`config.mk`:
```
export PLATFORM = sky130hd
export DESIGN_NAME = stack_ptr_16
export DESIGN_NICKNAME = d
export VERILOG_FILES = /design/src/rtl/stack_ptr_16.sv
export SDC_FILE = /design/constraint.sdc
export NUM_CORES = 1
export LEC_CHECK = 0
export ABC_AREA = 1
export CAP_MARGIN = 20
export CORE_MARGIN = 1.5
export CORE_UTILIZATION = 35
export DETAILED_ROUTE_END_ITERATION = 10
export PLACE_DENSITY_LB_ADDON = 0.3
export SETUP_SLACK_MARGIN = 0.1
export SLEW_MARGIN = 20
export SYNTH_ARGS = -nofsm -noshare
export SYNTH_HDL_FRONTEND = slang
export SYNTH_SLANG_ARGS = --single-unit
```
`constraint.sdc`:
```
create_clock -name clock -period 2.75 [get_ports clock]
set_input_delay 0.275 -clock clock [delete_from_list [all_inputs] [get_ports clock]]
set_output_delay 0.275 -clock clock [all_outputs]
set_load 0.02 [all_outputs]
```
`src/rtl/stack_ptr_16.sv`:
```
// Bidirectional 16-bit stack pointer over [BASE, LIMIT] with empty/full flags and a sticky error.
// Latency: sp/err/hwm update one cycle after the request edge; top_addr, empty, full follow sp combinationally.
// Backpressure: none; a push on full or pop on empty is dropped and sets err. Optional hwm via STACK_PTR_HIGH_WATER_EN.
module stack_ptr_16 #(
    parameter logic [15:0] BASE  = 16'd256,
    parameter logic [15:0] LIMIT = 16'd2047
) (
    input  logic        clock,
    input  logic        reset,
    input  logic        push,
    input  logic        pop,
    input  logic        load,
    input  logic [15:0] in,
    output logic [15:0] sp,
    output logic [15:0] top_addr,
    output logic        empty,
    output logic        full,
`ifdef STACK_PTR_HIGH_WATER_EN
    output logic [15:0] hwm,
`endif
    output logic        err
);

    localparam logic [15:0] FULL_SP = LIMIT + 16'd1;

    logic [15:0] next_sp;
    logic        next_err;

    assign top_addr = sp - 16'd1;
    assign empty    = (sp == BASE);
    assign full     = (sp == FULL_SP);

    // Push together with pop is a replace-top: pointer and error both hold.
    always_comb begin
        next_sp  = sp;
        next_err = err;
        if (load) begin
            next_sp  = in;
            next_err = 1'b0;
        end else if (push && !pop) begin
            if (full) next_err = 1'b1;
            else      next_sp  = sp + 16'd1;
        end else if (pop && !push) begin
            if (empty) next_err = 1'b1;
            else       next_sp  = sp - 16'd1;
        end
    end

    always_ff @(posedge clock) begin
        if (reset) begin
            sp  <= BASE;
            err <= 1'b0;
        end else begin
            sp  <= next_sp;
            err <= next_err;
        end
    end

`ifdef STACK_PTR_HIGH_WATER_EN
    always_ff @(posedge clock) begin
        if (reset)
            hwm <= BASE;
        else if (next_sp > hwm)
            hwm <= next_sp;
    end
`endif

endmodule

```
==> flow_summary.ini, run 1 <==
[outcome]
status = completed

[critical_path]
slowest_stage = clkdlybuf4s50_1
worstSetupPathType = reg -> out
cp-start-kind = flop
path_max_fanout = 5
crit_path_end_kind = output port
max_stage_delay_ns = 0.61
critPathArrivalTime_ns = 2.19
critPathMostFrequentCell = nand2_1
path_cells = inv_1 -> ha_1 -> nand2_1 -> nor2_2 -> o21ai_0 -> nand2_1 -> clkdlybuf4s50_1
required_ns = 2.48

[synthesis]
ys.flop_type = dfxtp_1
ys_ff_latch = 17
yosysMostFrequentCell = nand2_1
synth_area_um2 = 1930
yosys-top-cells-count = 112 x nand2_1, 59 x nor2_1, 28 x nand3_1
seq_area_frac_synth = 0.177
synth_edf_count = 0
synth_area_leaders = nand2_1 22%, dfxtp_1 18%, nor2_1 11%
async_flop_share = 0
yosysWarnings = 0
synth_fp_nets = 362
syn_avg_cell_area_um2 = 5.68
synth_cells = 339
yosysUniqueCellTypes = 37
yosys.area.top_type = nand2_1
synth_top_area_frac = 0.218

[route]
drt_iter0_markers = 149
wl_mm = 6.03
ant_nets = 0
drc_errors = 0
vias = 2236
wire_per_inst_um = 13.2
viasPerCell = 4.89
drt_pre_antenna_iters = 4

[timing]
skew_ns = 0.00377
slew_violations = 0
setup_tns_ns = 0
layout_min_cycle_time_ns = 2.46
hold_violations = 0
tightest_slew_ns = 0.554
max_freq_ghz = 0.406
finalSetupViolations = 0
fin_crit_sh = 0.896
rsz0062_at_grt = false
max_slew_margin = 0.631

[final_layout]
instances_no_fill = 457
num-fill-cells = 575
drive_gt1_frac = 0.0930
final_net_count = 411
syn_to_final_growth_pct = 31.6
num_antenna_cells = 0

[floorplanning]
die_w_um = 77.2
core-area_um2 = 5200
initial_core_util = 0.370
pin_count = 56
fp.dieH_um = 77.2
dieArea_um2 = 5960
rows = 26

[clock_network]
clock-root-buffer = clkbuf_8
cts.path.max_buffers = 2
htree_num_levels = 1
clkTransAtPathRegs_ns = 0.08
cts_tree = yes
cts.sinks = 17
postCtsSetupRepairBufs = 0
cts_resized = 0
cts_buffers = 3
cts-hold-fix-buffers = 0
clkLatencyLatePin_ns = 0.26

[global_route]
grt_pass1_wl_mm = 10.1
met3_usage = 0.0262
grt.busiest_layer = met2
grt_max_degree = 20
grt_pass1_vias = 2095
use_met1 = 0.266
overflow = 0
met2_usage = 0.372
globalRouteTotalUtil = 0.210
antenna_found_initial = 0

[job]
cap_violations = 0

[power_and_ir_drop]
vdd_drop_max_mv = 0.224
p_leak_nw = 1.11
p_per_area_nw_per_um2 = 438

[place]
placed_cells = 453
dp_hpwl_mm = 4.44
gp_congestion = 0.890
port_buffers = 55

[min_path]
hp-class = reg -> reg
cell families after synthesis:
family / synth area share
simple gates: 0.534
buf+inv: 0.111
compound gates: 0.120
flops: 0.177
xor+xnor: 0.0448
fa+ha+maj: 0.0130
registers in the layout, indices dropped and copies added, names as in the netlist:
register  cells
sp           16
err           1
area by class of cell:
class,count,area (µm²),share of cell area
Clock buffer,4,45.0,0.0178
Inverter,30,115,0.0454
Multi-Input combinational cell,278,1380,0.542
Sequential cell,17,340,0.134
Tap cell,70,87.6,0.0345
Timing Repair Buffer,58,573,0.226
path summary, 6_finish.rpt:
check | from | end | slack [ns] | cells past startpoint
worst max-delay path | sp[0] | top_addr[6] | 0.29 | 7
worst min register to register | err | err | 0.53 | 2
worst max register to register | sp[0] | sp[6] | 0.83 | 9
worst min-delay path | err | err | 0.53 | 2
worst max-delay path, delay by kind of cell (launching register included):
kind | cells | cell delay (ns)
compound gates | 1 | 0.12
fa+ha+maj | 1 | 0.28
buf+inv | 2 | 0.74
flops | 1 | 0.34
simple gates | 3 | 0.43
through the flow:
stage	instance area (µm²)	util	setup WS [ns]	hold slack (ns)	total power (W)
after floorplan	1930	-	0.823	0.337	0.000691
after global placement	2490	0.478	0.569	0.502	0.000900
after detailed placement	2490	0.478	0.508	0.512	0.000903
after CTS	2530	0.487	0.211	0.532	0.00111
after global routing	2540	0.487	0.131	0.585	0.00118
final	2540	0.487	0.286	0.535	0.00111
routing by layer:
metal  vias to the layer above  routed length [µm]
met5                         -                   0
met4                         0                  48
met3                         4                 327
met2                        58                2850
met1                      1001                2810
li1                       1173                   -
where the power goes:
| part | total (W) | switching (W) | internal [W] |
|---|---|---|---|
| clock | 0.000211 | 0.000108 | 0.000103 |
| sequential | 0.000329 | 0.0000587 | 0.000270 |
| combinational | 0.000571 | 0.000332 | 0.000239 |
| total | 0.00111 | 0.000499 | 0.000612 |
cell usage in the layout (no fill, tap or decap), types with 4 or more instances in the layout:
cell type	n
nor3_1	4
nor2_2	5
a21oi_1	10
dfxtp_1	17
nor2_1	58
inv_1	27
xor2_1	6
nand2_1	112
clkdlybuf4s50_1	55
nand3_1	28
nand4_1	6
o21ai_0	18
o21ai_2	4
No activity file was read; power rests on OpenSTA's default activity.
==> run 2: changes to the inputs <==
Settings changed: DONT_BUFFER_PORTS from default to 1.
==> flow_summary.ini, run 2 (synthesized netlist as in run 1, its figures left out) <==
[timing]
skew_ns = 0.0106
rsz0062_at_grt = false
max_slew_margin = 0.608
setup_tns_ns = 0
slew_violations = 0
fin_crit_sh = 0.842
finalSetupViolations = 0
max_freq_ghz = 0.432
tightest_slew_ns = 0.587
layout_min_cycle_time_ns = 2.32
hold_violations = 0
worst_slack_ns = 0.433

[final_layout]
utilization = 0.387
final_cell_mix = 112 x nand2_1, 59 x nor2_1, 28 x nand3_1
fin_area_um2 = 2010
syn_to_final_growth_pct = 4.55
num-fill-cells = 594
final_net_count = 360
layout_commonest_cell = nand2_1
reg_top3 = sp (16), err (1)
num_antenna_cells = 0
top_register = sp
drive_gt1_frac = 0.119
largest_register_ffs = 16

[critical_path]
slowest_stage = dfxtp_1
crit_path_end_kind = output port
reg2reg_from = sp[0]
cp_num_buf_inv = 1
worstSetupPathType = reg -> out
critPathArrivalTime_ns = 2.04
required_ns = 2.48
cp_top_family = simple AND/OR/NAND/NOR gates
max_stage_delay_ns = 0.41
path_max_fanout = 5
path_cells = inv_1 -> ha_1 -> nand2_1 -> nor2_1 -> o21ai_0 -> nand2_1
r2r_end = sp[6]
cp-start-kind = flop
rrSetupSlack_ns = 0.53
r2r.worst_path.cells = 13
critPathMostFrequentCell = nand2_1

[power_and_ir_drop]
p_leak_nw = 0.922
total_power_w = 0.000964
p_per_area_nw_per_um2 = 479
vdd_drop_max_mv = 0.235

[min_path]
min_path_cells = 1
hp-start = reset
hp-class = in -> reg
worstHoldEndpoint = sp[13]

[global_route]
antenna_found_initial = 0
overflow = 0
grt_pass1_vias = 1901
globalRouteTotalUtil = 0.200
grt_max_degree = 20
grt_pass1_wl_mm = 9.46

[clock_network]
clkTransAtPathRegs_ns = 0.09
postCtsSetupRepairBufs = 0
clkLatencyLatePin_ns = 0.27
cts.sinks = 17
cts-hold-fix-buffers = 0
htree_num_levels = 1
cts_resized = 0
cts_tree = yes
cts_buffers = 3
clock-root-buffer = clkbuf_8
cts.path.max_buffers = 2

[outcome]
status = completed

[route]
viasPerCell = 5.07
drt_iter0_markers = 113
drt_pre_antenna_iters = 4
wire_per_inst_um = 14.1
wl_mm = 5.74
vias = 2059
drc_errors = 0
ant_nets = 0

[floorplanning]
initial_core_util = 0.370
core-area_um2 = 5200
fp.dieH_um = 77.2
rows = 26
pin_count = 56
die_w_um = 77.2
dieArea_um2 = 5960

[place]
dp_slack_ns = 0.537
port_buffers = 0
gp_congestion = 0.928
postPlaceCellArea_um2 = 1970
dp_hpwl_mm = 4.36

[job]
cap_violations = 0
run 2: worst max-delay path by stage:
stage / start / to / depth (start not counted)
2_1_floorplan: sp[0] / sp[8] / 9
3_3_place_gp: sp[0] / sp[6] / 13
3_5_place_dp: sp[0] / sp[6] / 13
4_1_cts: sp[0] / top_addr[14] / 6
5_1_grt: sp[0] / top_addr[6] / 6
6_report: sp[0] / top_addr[6] / 6
run 2: final cells by class:
| type | instances | area (µm²) | area share |
|---|---|---|---|
| Multi-Input combinational cell | 278 | 1370 | 0.681 |
| Sequential cell | 17 | 340 | 0.169 |
| Inverter | 30 | 115 | 0.0571 |
| Tap cell | 70 | 87.6 | 0.0435 |
| Timing Repair Buffer | 7 | 52.6 | 0.0261 |
| Clock buffer | 3 | 41.3 | 0.0205 |
| Clock inverter | 1 | 5.00 | 0.00248 |
run 2: where the power goes:
group          total, W  internal, W  leakage, nW  switching, W
sequential     0.000340     0.000270        0.141     0.0000698
combinational  0.000414     0.000118        0.756      0.000296
clock          0.000210     0.000101       0.0255      0.000109
run 2: per-layer routing:
layer,global-route usage,vias to the layer above,share of wire
met4,0.0727,0,0.014
met2,0.327,59,0.46
met1,0.253,925,0.44
met5,0,-,0
met3,0.0512,6,0.082
li1,-,1069,-
run 2: stage by stage:
step	std cells	hold WS, ns
final	406	0.0647
after global routing	406	0.0521
after CTS	406	0.0567
after detailed placement	402	0.341
after global placement	402	0.339
after floorplan	339	0.337
==> run 3: changes to the inputs <==
Clock period 2.75 ns to 2.4 ns, I/O delays scaled along.
==> flow_summary.ini, run 3 (synthesized netlist as in run 1, its figures left out) <==
[route]
vias = 2094
ant_nets = 0
viasPerCell = 5.03
wl_mm = 5.94
wire_per_inst_um = 14.3
drt_iter0_markers = 107
drc_errors = 0
drt_pre_antenna_iters = 6

[critical_path]
r2r.worst_path.cells = 10
startpoint = sp[5]
path_max_fanout = 8
cp-start-kind = flop
reg2reg_from = sp[1]
crit_path_end_kind = output port
rrSetupSlack_ns = 0.38
worstSetupPathType = reg -> out
cp-endpoint = top_addr[9]
r2r_end = sp[9]
critPathArrivalTime_ns = 1.86
required_ns = 2.16

[timing]
layout_min_cycle_time_ns = 2.10
fin_crit_sh = 0.877
worst_slack_ns = 0.296
setup_tns_ns = 0
max_freq_ghz = 0.475
slew_violations = 0
hold_violations = 0
max_slew_margin = 0.618
finalSetupViolations = 0
rsz0062_at_grt = false
tightest_slew_ns = 0.572
skew_ns = 0.00348

[clock_network]
cts_resized = 0
cts.path.max_buffers = 2
clock-root-buffer = clkbuf_8
htree_num_levels = 1
cts_buffers = 3
cts-hold-fix-buffers = 0
cts.sinks = 17
postCtsSetupRepairBufs = 0
cts_tree = yes
clkLatencyLatePin_ns = 0.26
clkTransAtPathRegs_ns = 0.08

[final_layout]
multi_input_area_um2 = 1380
final_net_count = 370
layout_commonest_cell = nand2_1
seqCellArea_um2 = 340
drive_gt1_frac = 0.147
fin_area_um2 = 2090
instances_no_fill = 416
num-fill-cells = 601
top_register = sp
final_cell_mix = 112 x nand2_1, 58 x nor2_1, 28 x nand3_1
largest_register_ffs = 16
reg_top3 = sp (16), err (1)
syn_to_final_growth_pct = 8.57
num_antenna_cells = 0

[global_route]
globalRouteTotalUtil = 0.217
grt_max_degree = 20
overflow = 0
antenna_found_initial = 0
grt_pass1_wl_mm = 10.4
grt_pass1_vias = 2122

[floorplanning]
dieArea_um2 = 5960
die_w_um = 77.2
pin_count = 56
core-area_um2 = 5200
fp.dieH_um = 77.2
initial_core_util = 0.370
rows = 26

[place]
dp_slack_ns = 0.399
placed_cells = 412
gp_congestion = 0.900
postPlaceCellArea_um2 = 2040
port_buffers = 0
dp_hpwl_mm = 4.57

[power_and_ir_drop]
p_per_area_nw_per_um2 = 545
vdd_drop_max_mv = 0.253
p_leak_nw = 0.973

[outcome]
status = completed

[job]
cap_violations = 0

[min_path]
hp-class = in -> reg
run 3: routing by layer:
layer / GRT usage / part of all wire / vias to the layer above
met5: 0 / 0 / -
met4: 0.0782 / 0.020 / 0
met3: 0.0429 / 0.051 / 10
met2: 0.368 / 0.46 / 64
met1: 0.272 / 0.47 / 931
li1: - / - / 1089
run 3: worst min-delay path by stage:
stage	startpoint	to	slack, ns	cells past startpoint
2_1_floorplan	reset	sp[13]	0.30	1
3_3_place_gp	reset	sp[13]	0.30	1
3_5_place_dp	reset	sp[13]	0.31	1
4_1_cts	reset	sp[13]	0.02	1
5_1_grt	reset	sp[13]	0.02	1
6_report	reset	sp[13]	0.03	1
run 3: cell type report:
class                           count  area share
Clock buffer                        3      0.0197
Clock inverter                      1     0.00239
Inverter                           30      0.0550
Multi-Input combinational cell    278       0.657
Sequential cell                    17       0.163
Tap cell                           70      0.0419
Timing Repair Buffer               17      0.0610
run 3: stage by stage:
step | util | hold WS (ns) | power, W
after CTS | 0.401 | 0.0171 | 0.00116
final | 0.402 | 0.0273 | 0.00114
after global routing | 0.402 | 0.0205 | 0.00124
after detailed placement | 0.393 | 0.305 | 0.000912
after global placement | 0.393 | 0.304 | 0.000910
after floorplan | - | 0.302 | 0.000792
run 3: power by group:
part           internal (W)  leakage [nW]  switching [W]
logic              0.000168         0.807       0.000355
registers          0.000310         0.141      0.0000742
clock network      0.000116        0.0255       0.000118
run 3: worst max-delay path, cell delays in order, from the launching register on:
cell,delay (ns)
dfxtp_1,0.46
nor2_1,0.29
nand2_1,0.14
nor2_4,0.21
nand2_1,0.09
xor2_1,0.23
buf_4,0.19
